==> src/rtl/imem_loader_if.sv <==
// Byte-stream handshake between a program source and the instruction memory loader.
//   byte_in    : program byte, source -> loader
//   byte_valid : byte_in carries a byte this cycle, source -> loader
//   byte_ready : loader accepts a byte this cycle, loader -> source
interface imem_loader_if;
    logic [7:0] byte_in;
    logic       byte_valid;
    logic       byte_ready;

    modport master (
        output byte_in,
        output byte_valid,
        input  byte_ready
    );

    modport slave (
        input  byte_in,
        input  byte_valid,
        output byte_ready
    );
endinterface

==> src/rtl/imem_loader.sv <==
// Writable instruction memory with a byte-stream loader.
// A load packs a little-endian byte stream into N-bit words at entries 0..len-1,
// zero-fills entries len..DEPTH-1, then releases the processor.
// Ports:
//   clk          : system clock, rising edge
//   reset        : synchronous active-low reset
//   start        : one-cycle pulse starting a load, honoured in IDLE or DONE
//   load_len     : words to load, sampled with start, clamped to DEPTH
//   bs           : byte-stream handshake (slave side)
//   cpu_hold     : holds the processor in reset while high (registered)
//   done         : program loaded and memory zero-filled (registered)
//   words_loaded : stream words written since the last start (registered)
//   addr / q     : combinational fetch port, q = mem[addr]
module imem_loader #(
    parameter int unsigned N     = 32,
    parameter int unsigned AW    = 6,
    parameter int unsigned DEPTH = 2 ** AW
) (
    input  logic              clk,
    input  logic              reset,
    input  logic              start,
    input  logic [AW:0]       load_len,
    imem_loader_if.slave      bs,
    output logic              cpu_hold,
    output logic              done,
    output logic [AW:0]       words_loaded,
    input  logic [AW-1:0]     addr,
    output logic [N-1:0]      q
);

    // Bytes per word and width of the byte-within-word counter
    localparam int unsigned BPW = N / 8;
    localparam int unsigned BCW = (BPW > 1) ? $clog2(BPW) : 1;

    typedef enum logic [1:0] {
        S_IDLE  = 2'd0,
        S_LOAD  = 2'd1,
        S_CLEAR = 2'd2,
        S_DONE  = 2'd3
    } state_e;

    state_e           state_q, state_d;
    logic [AW:0]      wptr_q, wptr_d;
    logic [BCW-1:0]   bcnt_q, bcnt_d;
    logic [AW:0]      wl_q, wl_d;
    logic [AW:0]      len_q, len_d;
    logic [N-1:0]     word_q, word_d;
    logic             byte_ready_q, byte_ready_d;
    logic             cpu_hold_q, cpu_hold_d;
    logic             done_q, done_d;

    logic [N-1:0]     mem [DEPTH];
    logic             mem_we;
    logic [AW-1:0]    mem_waddr;
    logic [N-1:0]     mem_wdata;

    logic [AW:0]      len_clamp;
    logic             byte_fire;
    logic             word_fire;
    logic             last_word;
    logic [N-1:0]     word_asm;

    // Requested length limited to the memory depth
    assign len_clamp = (load_len > (AW+1)'(DEPTH)) ? (AW+1)'(DEPTH) : load_len;

    // A byte transfers only in LOAD, where byte_ready is high
    assign byte_fire = (state_q == S_LOAD) && bs.byte_valid;
    assign word_fire = byte_fire && (bcnt_q == BCW'(BPW - 1));
    assign last_word = ((wl_q + (AW+1)'(1)) == len_q);

    // Partial word with the incoming byte dropped into its little-endian slot
    always_comb begin
        word_asm = word_q;
        word_asm[32'(bcnt_q) * 8 +: 8] = bs.byte_in;
    end

    // State register
    always_ff @(posedge clk) begin
        if (!reset) begin
            state_q <= S_IDLE;
        end else begin
            state_q <= state_d;
        end
    end

    // Next-state logic
    always_comb begin
        state_d = state_q;
        unique case (state_q)
            S_IDLE, S_DONE: begin
                if (start) begin
                    state_d = (len_clamp != '0) ? S_LOAD : S_CLEAR;
                end
            end
            S_LOAD: begin
                if (word_fire && last_word) begin
                    // A full-depth load has nothing left to clear
                    state_d = ((wptr_q + (AW+1)'(1)) < (AW+1)'(DEPTH)) ? S_CLEAR : S_DONE;
                end
            end
            S_CLEAR: begin
                if (wptr_q == (AW+1)'(DEPTH - 1)) begin
                    state_d = S_DONE;
                end
            end
            default: state_d = S_IDLE;
        endcase
    end

    // Registered outputs follow the state being entered, so they change only at edges
    always_comb begin
        byte_ready_d = (state_d == S_LOAD);
        cpu_hold_d   = (state_d != S_DONE);
        done_d       = (state_d == S_DONE);
    end

    // Datapath: write pointer, byte packing, word counter and memory write request
    always_comb begin
        wptr_d    = wptr_q;
        bcnt_d    = bcnt_q;
        wl_d      = wl_q;
        len_d     = len_q;
        word_d    = word_q;
        mem_we    = 1'b0;
        mem_waddr = wptr_q[AW-1:0];
        mem_wdata = '0;
        unique case (state_q)
            S_IDLE, S_DONE: begin
                if (start) begin
                    len_d  = len_clamp;
                    wptr_d = '0;
                    bcnt_d = '0;
                    wl_d   = '0;
                    word_d = '0;
                end
            end
            S_LOAD: begin
                if (word_fire) begin
                    mem_we    = 1'b1;
                    mem_wdata = word_asm;
                    wptr_d    = wptr_q + (AW+1)'(1);
                    wl_d      = wl_q + (AW+1)'(1);
                    bcnt_d    = '0;
                    word_d    = '0;
                end else if (byte_fire) begin
                    word_d = word_asm;
                    bcnt_d = bcnt_q + BCW'(1);
                end
            end
            S_CLEAR: begin
                mem_we = 1'b1;
                wptr_d = wptr_q + (AW+1)'(1);
            end
            default: ;
        endcase
    end

    // Datapath and output registers
    always_ff @(posedge clk) begin
        if (!reset) begin
            wptr_q       <= '0;
            bcnt_q       <= '0;
            wl_q         <= '0;
            len_q        <= '0;
            word_q       <= '0;
            byte_ready_q <= 1'b0;
            cpu_hold_q   <= 1'b1;
            done_q       <= 1'b0;
        end else begin
            wptr_q       <= wptr_d;
            bcnt_q       <= bcnt_d;
            wl_q         <= wl_d;
            len_q        <= len_d;
            word_q       <= word_d;
            byte_ready_q <= byte_ready_d;
            cpu_hold_q   <= cpu_hold_d;
            done_q       <= done_d;
        end
    end

    // Storage is not reset; writes are suppressed while reset is asserted
    always_ff @(posedge clk) begin
        if (reset && mem_we) begin
            mem[mem_waddr] <= mem_wdata;
        end
    end

    // Combinational fetch port; a same-cycle write shows up only after the edge
    assign q = mem[addr];

    assign bs.byte_ready = byte_ready_q;
    assign cpu_hold      = cpu_hold_q;
    assign done          = done_q;
    assign words_loaded  = wl_q;

endmodule

==> src/flat_wrapper.sv <==
// flat-port wrapper written by rule: the top's interface ports become plain ports
module imem_loader_flat 
#(
    parameter int unsigned N     = 32,
    parameter int unsigned AW    = 6,
    parameter int unsigned DEPTH = 2 ** AW
)
  (clk, reset, start, load_len, cpu_hold, done, words_loaded, addr, q, bs_byte_in, bs_byte_valid, bs_byte_ready);
  imem_loader_if bs_i ();
  input  logic clk;
  input  logic reset;
  input  logic start;
  input  logic [AW:0] load_len;
  output logic cpu_hold;
  output logic done;
  output logic [AW:0] words_loaded;
  input  logic [AW-1:0] addr;
  output logic [N-1:0] q;
  input wire logic [$bits(bs_i.byte_in)-1:0] bs_byte_in;
  input wire logic [$bits(bs_i.byte_valid)-1:0] bs_byte_valid;
  output wire logic [$bits(bs_i.byte_ready)-1:0] bs_byte_ready;
  assign bs_i.byte_in = bs_byte_in;
  assign bs_i.byte_valid = bs_byte_valid;
  assign bs_byte_ready = bs_i.byte_ready;
  imem_loader #(.N(N), .AW(AW), .DEPTH(DEPTH)) u_core (.clk(clk), .reset(reset), .start(start), .load_len(load_len), .bs(bs_i), .cpu_hold(cpu_hold), .done(done), .words_loaded(words_loaded), .addr(addr), .q(q));
endmodule
==> config.mk <==
export PLATFORM = sky130hd
export DESIGN_NAME = imem_loader_flat
export DESIGN_NICKNAME = d
export VERILOG_FILES = /design/src/rtl/imem_loader_if.sv /design/src/rtl/imem_loader.sv /design/src/flat_wrapper.sv
export SDC_FILE = /design/constraint.sdc
export NUM_CORES = 2
export LEC_CHECK = 0
export ABC_CLOCK_PERIOD_IN_PS = 11300
export BUFFER_PORTS_ARGS = -buffer_cell sky130_fd_sc_hd__buf_2
export CORE_UTILIZATION = 41
export CTS_BUF_LIST = sky130_fd_sc_hd__clkbuf_8
export DETAILED_ROUTE_END_ITERATION = 7
export GPL_TIMING_DRIVEN = 0
export SKIP_LAST_GASP = 1
export SYNTH_ARGS = -nofsm -noshare
export SYNTH_HDL_FRONTEND = slang
export SYNTH_SLANG_ARGS = --single-unit
==> constraint.sdc <==
create_clock -name clk -period 11.3 [get_ports clk]
set_clock_uncertainty 0.15 [all_clocks]
set_input_delay 1.695 -clock clk [delete_from_list [all_inputs] [get_ports clk]]
set_output_delay 1.695 -clock clk [all_outputs]
set_load 0.01 [all_outputs]
# Word level (Yosys, flattened, before mapping)
# Memories as Yosys holds them, arrays and structs flattened.
# Index checks and enable logic that the tools add are counted.
# word_totals
regBits	60
ramBits	2048
inputBits	25
out_inout_bits	42
word_cells	69
mem_count	1
# classes
add_sub_neg	4
order_cmp	2
n_eq_ne	12
n_shift	2
mux	27
n_reduce_logical	12
# memory_table
memory	words	word_bits	read_ports	rd_ports_with_merged_regs	wr	line	rtl
u_core.mem	64	32	1	0	1	imem_loader.sv:52	logic [N-1:0] mem [DEPTH];
# ops
op	count
$mux W32	5
$pmux W32 S2	1
$neg A5 Y34	1
$shift A8 B34 Y32 const A	1
$shiftx A8 B34 Y32	1
$bwmux W32	1
$mux W7	4
$pmux W7 S3	1
$add A7 B1 Y7 const B	2
$mux W2	7
$pmux W7 S2	1
$eq A2 B2 Y1 const B	4
$eq A7 B6 Y1 const B	1
$eq A7 B7 Y1	1
$gt A7 B7 Y1 const B	1
$lt A7 B7 Y1 const B	1
$reduce_bool A7 Y1	1
$pmux W2 S3	1
$reduce_and A3 Y1	2
$eq A2 B1 Y1 const B	2
$logic_and A1 B1 Y1	4
$mux W1	4
$ne A2 B2 Y1 const B	2
$pmux W2 S2	1
8 further kinds	9

# Depth between registers and ports, before layout
# depth
ltp_word	8
ltp_mapped	9
mapped_depth_nobuf	8

# Least setup slack after synthesis
# No wires, ideal clock.
# synth_timing
path_type	in2out
startpoint	input addr[0]
endpoint	output q[10]
arrival_time_ns	3.583
required_time_ns	9.455
setup_slack_ns	5.872
stages	7
path_buffers	3
path_cell_list	buf_2 -> buf_2 -> buf_2 -> mux4_2 -> mux4_2 -> a22oi_1 -> nand2_1
# synth_via
elab_chain_cells	1
# synth_rtl
element	line	rtl
from (decl)	flat_wrapper.sv:17	input logic [AW-1:0] addr;
$mem_v2 Z64 W32	n/a	
to (decl)	flat_wrapper.sv:18	output logic [N-1:0] q;
# Every way passes these cells.

# Worst setup path after layout
# layout_timing
startpoint	input addr[2]
endpoint	output q[26]
# The elaborated chain is that of the path after synthesis.

==> results.md <==
* Area of the die at 0.199 mm²
* Internal at 11.7 mW
* Die span in y at 446 µm
* Vias in the first global route at 39,738
* Starting DRT DRC Count at 5,086
* Syn avg cell area at 23.4 µm²
* Total I/O pin count at 67
* Post-CTS Setup Inserts at 0
* CTS tree: done
* Fraction of layout cells with a size suffix above 1 at 0.328
* Top FF cell, synth: edfxtp_1
* Layout fillers at 15,779
* Area growth syn-to-layout at 15.9%
* Post-synth net total at 3,481
* Post-synth EDFFs at 2,048
* Reg power frac at 0.564
* RD Place Congestion at 0.848
* Async SR Flop Fraction at 0
* Cts repair resizes at 0
* Post-Syn Instances at 3,446
* Final setup fails at 0
* CP arrival at 5.79 ns
* Final worst-path cycle share at 0.676
* Synthesis-stage register bit count at 2,101
* Critical Path Fanout Max at 10
* Hold-fix buffers, CTS at 0
* Post-DP HPWL at 147,000 µm
* Crit. End Element: output pin
* Synth unique cells at 50
* Initial core utilization at 0.414
* Hold Path Origin: u_core.len_q[6]$_SDFFE_PN0P_
* Die Wd at 446 µm
* Max-Cap Viols at 0
* Core ar. at 0.195 mm²
* Fin. max-slew vios at 0
* Sequential fraction of the synthesis area at 0.775
* Most common cell after layout, fill and taps aside: edfxtp_1
* Worst r2r src: u_core.state_q[0]$_SDFF_PN0_
* Htree depth at 5
* Relative slew slack at 0.0410
* Vias/cell at 5.78
* Post-Route WL at 220,000 µm
* Largest net degree at the start of global routing at 52
* Worst setup startpoint: addr[2]
* # DRC at 0
* Initial antenna violation count at 18
* Total GRT Usage at 0.223
* RSZ-0062 raised after global routing: no
* Router iterations before antenna repair at 6
* WL per Instance at 32.1 µm
* Max clock buf depth at 4
* DRT antenna net count at 0
* WP data required at 9.46 ns
* Psw at 3.36 mW
* Clock transition at the registers of the reported paths at 0.05 ns
* Fmax at 131 MHz
* CP Class: primary input to output pin
* Tmin final at 7.63 ns
* Setup_tns at 0 ns
* Status: finished, final reports clean
* FP Rows at 162
* Commonest cells after routing, fill and taps aside: 2,048 x edfxtp_1, 634 x mux4_2, 360 x clkbuf_8
* Worst skew pair latency at 0.98 ns
* Grt ovf at 0
* Synth warnings at 0
* First-pass GRT wire length at 307,000 µm
* Peak VDD IR at 0.000125 V
* Sink Count at 2,101
* Clock power share at 0.396
* Gate power share at 0.040
* Worst setup SP type: primary input
* Mapped cell area at 0.0807 mm²
* Final Non-Filler Cells at 6,852
* PortBufs at 60
* CTS buffer count at 354
* Root buffer cell: clkbuf_8
* Switch share at 0.224
* Pwr Density at 160 mW/mm²
* Final Hold Fails at 0
* Worst Hold Class: flop to flop
* Leakage at 31.6 nW
* Placed Cells at 6,248
* Worst-Margin Slew at 1.44 ns
* Layout net count at 4,015
* Via count at 39,617
layer usage:
layer	global-route usage	wire, µm
met2	0.352	105000
met3	0.0511	19700
met5	0	30
met1	0.308	89300
met4	0.0660	5970
power by group through the flow:
stage | Combinational (mW) | Sequential, mW | Clock [mW]
after global routing | 0.642 | 8.46 | 6.37
final | 0.606 | 8.46 | 5.94
after CTS | 0.609 | 8.46 | 6.04
after floorplan | 0.377 | 8.62 | 0
after global placement | 0.595 | 8.62 | 0
after detailed placement | 0.608 | 8.62 | 0
per-stage QoR:
step	cell area [µm²]	worst slack, ns	total power [mW]	utilization	hold WS [ns]
floorplan	80700	5.87	9.00	-	0.305
global placement	84300	2.93	9.22	0.432	0.340
detailed placement	87600	3.80	9.23	0.449	0.349
CTS	93600	3.80	15.1	0.479	0.359
global route	93600	3.58	15.5	0.479	0.388
finish	93600	3.67	15.0	0.479	0.367
state kept, by name, indices dropped and copies added, names as in the netlist:
| signal | count |
|---|---|
| u_core.mem | 2048 |
| u_core.word_q | 25 |
| u_core.len_q | 7 |
| u_core.words_loaded | 7 |
| u_core.wptr_q | 7 |
| u_core.bcnt_q | 2 |
| u_core.state_q | 2 |
| u_core.bs.byte_ready | 1 |
| u_core.cpu_hold | 1 |
| u_core.done | 1 |
path summary, 6_finish.rpt:
check,to,slack [ns],cells after the start
max,q[26],3.67,8
min,u_core.len_q[6]$_SDFFE_PN0P_,0.37,2
max reg2reg,u_core.mem[14][10]$_DFFE_PP_,6.36,7
min reg2reg,u_core.len_q[6]$_SDFFE_PN0P_,0.37,2
worst max-delay path, cell delays in order:
cell	delay, ns
buf_2	0.24
clkbuf_1	0.91
clkbuf_1	0.78
mux4_2	0.42
mux4_2	0.61
a22oi_1	0.62
nand2_1	0.26
buf_2	0.21
Yosys cell counts, types with 2 or more instances:
cell type | instances | share of area
ha_1 | 10 | 0.0015
nand2b_1 | 4 | 0.00031
nand4_1 | 2 | 0.00015
and4_1 | 2 | 0.00022
buf_4 | 3 | 0.00028
nand2_1 | 54 | 0.0025
o21ai_0 | 10 | 0.00062
or2_2 | 4 | 0.00031
inv_1 | 5 | 0.00023
and3_1 | 6 | 0.00046
dfxtp_1 | 53 | 0.013
o21ai_1 | 3 | 0.00019
mux4_2 | 634 | 0.18
a21boi_0 | 5 | 0.00046
a31oi_1 | 2 | 0.00015
nor4bb_1 | 2 | 0.00025
a22oi_1 | 74 | 0.0069
o22ai_1 | 11 | 0.00085
nor3b_1 | 6 | 0.00056
nand3b_1 | 4 | 0.00037
buf_6 | 5 | 0.00070
or3_1 | 5 | 0.00039
nand3_1 | 8 | 0.00050
nor4b_1 | 3 | 0.00033
xor2_1 | 7 | 0.00076
nor3_1 | 10 | 0.00062
xnor2_1 | 4 | 0.00043
a21oi_1 | 47 | 0.0029
mux2i_1 | 11 | 0.0014
edfxtp_1 | 2048 | 0.76
or4_1 | 2 | 0.00019
a211oi_1 | 11 | 0.0010
buf_1 | 17 | 0.00079
o221a_2 | 2 | 0.00028
o221ai_1 | 2 | 0.00022
clkbuf_1 | 99 | 0.0046
buf_2 | 64 | 0.0040
nor2b_1 | 74 | 0.0057
and2_1 | 16 | 0.0012
nor2_1 | 107 | 0.0050
layout make-up:
class                   count  area [µm²]  area share
well taps                2624        3280      0.0351
plain buffers             188         838     0.00896
repair buffers            178        2890      0.0309
diodes                     11        27.5    0.000294
inverters                   5        18.8    0.000201
flip-flops and latches   2101       62600       0.668
clock inverters           233        1010      0.0108
clock buffers             360        4950      0.0529
multi-input cells        1152       18000       0.192
logic make-up after synthesis:
kind of cell	after synthesis	synth area share
buf+inv	193	0.0106
mux	645	0.178
xor+xnor	11	0.00119
fa+ha+maj	10	0.00155
flops	2101	0.775
compound gates	173	0.0142
simple gates	313	0.0195
No activity file was read; power rests on OpenSTA's default activity.
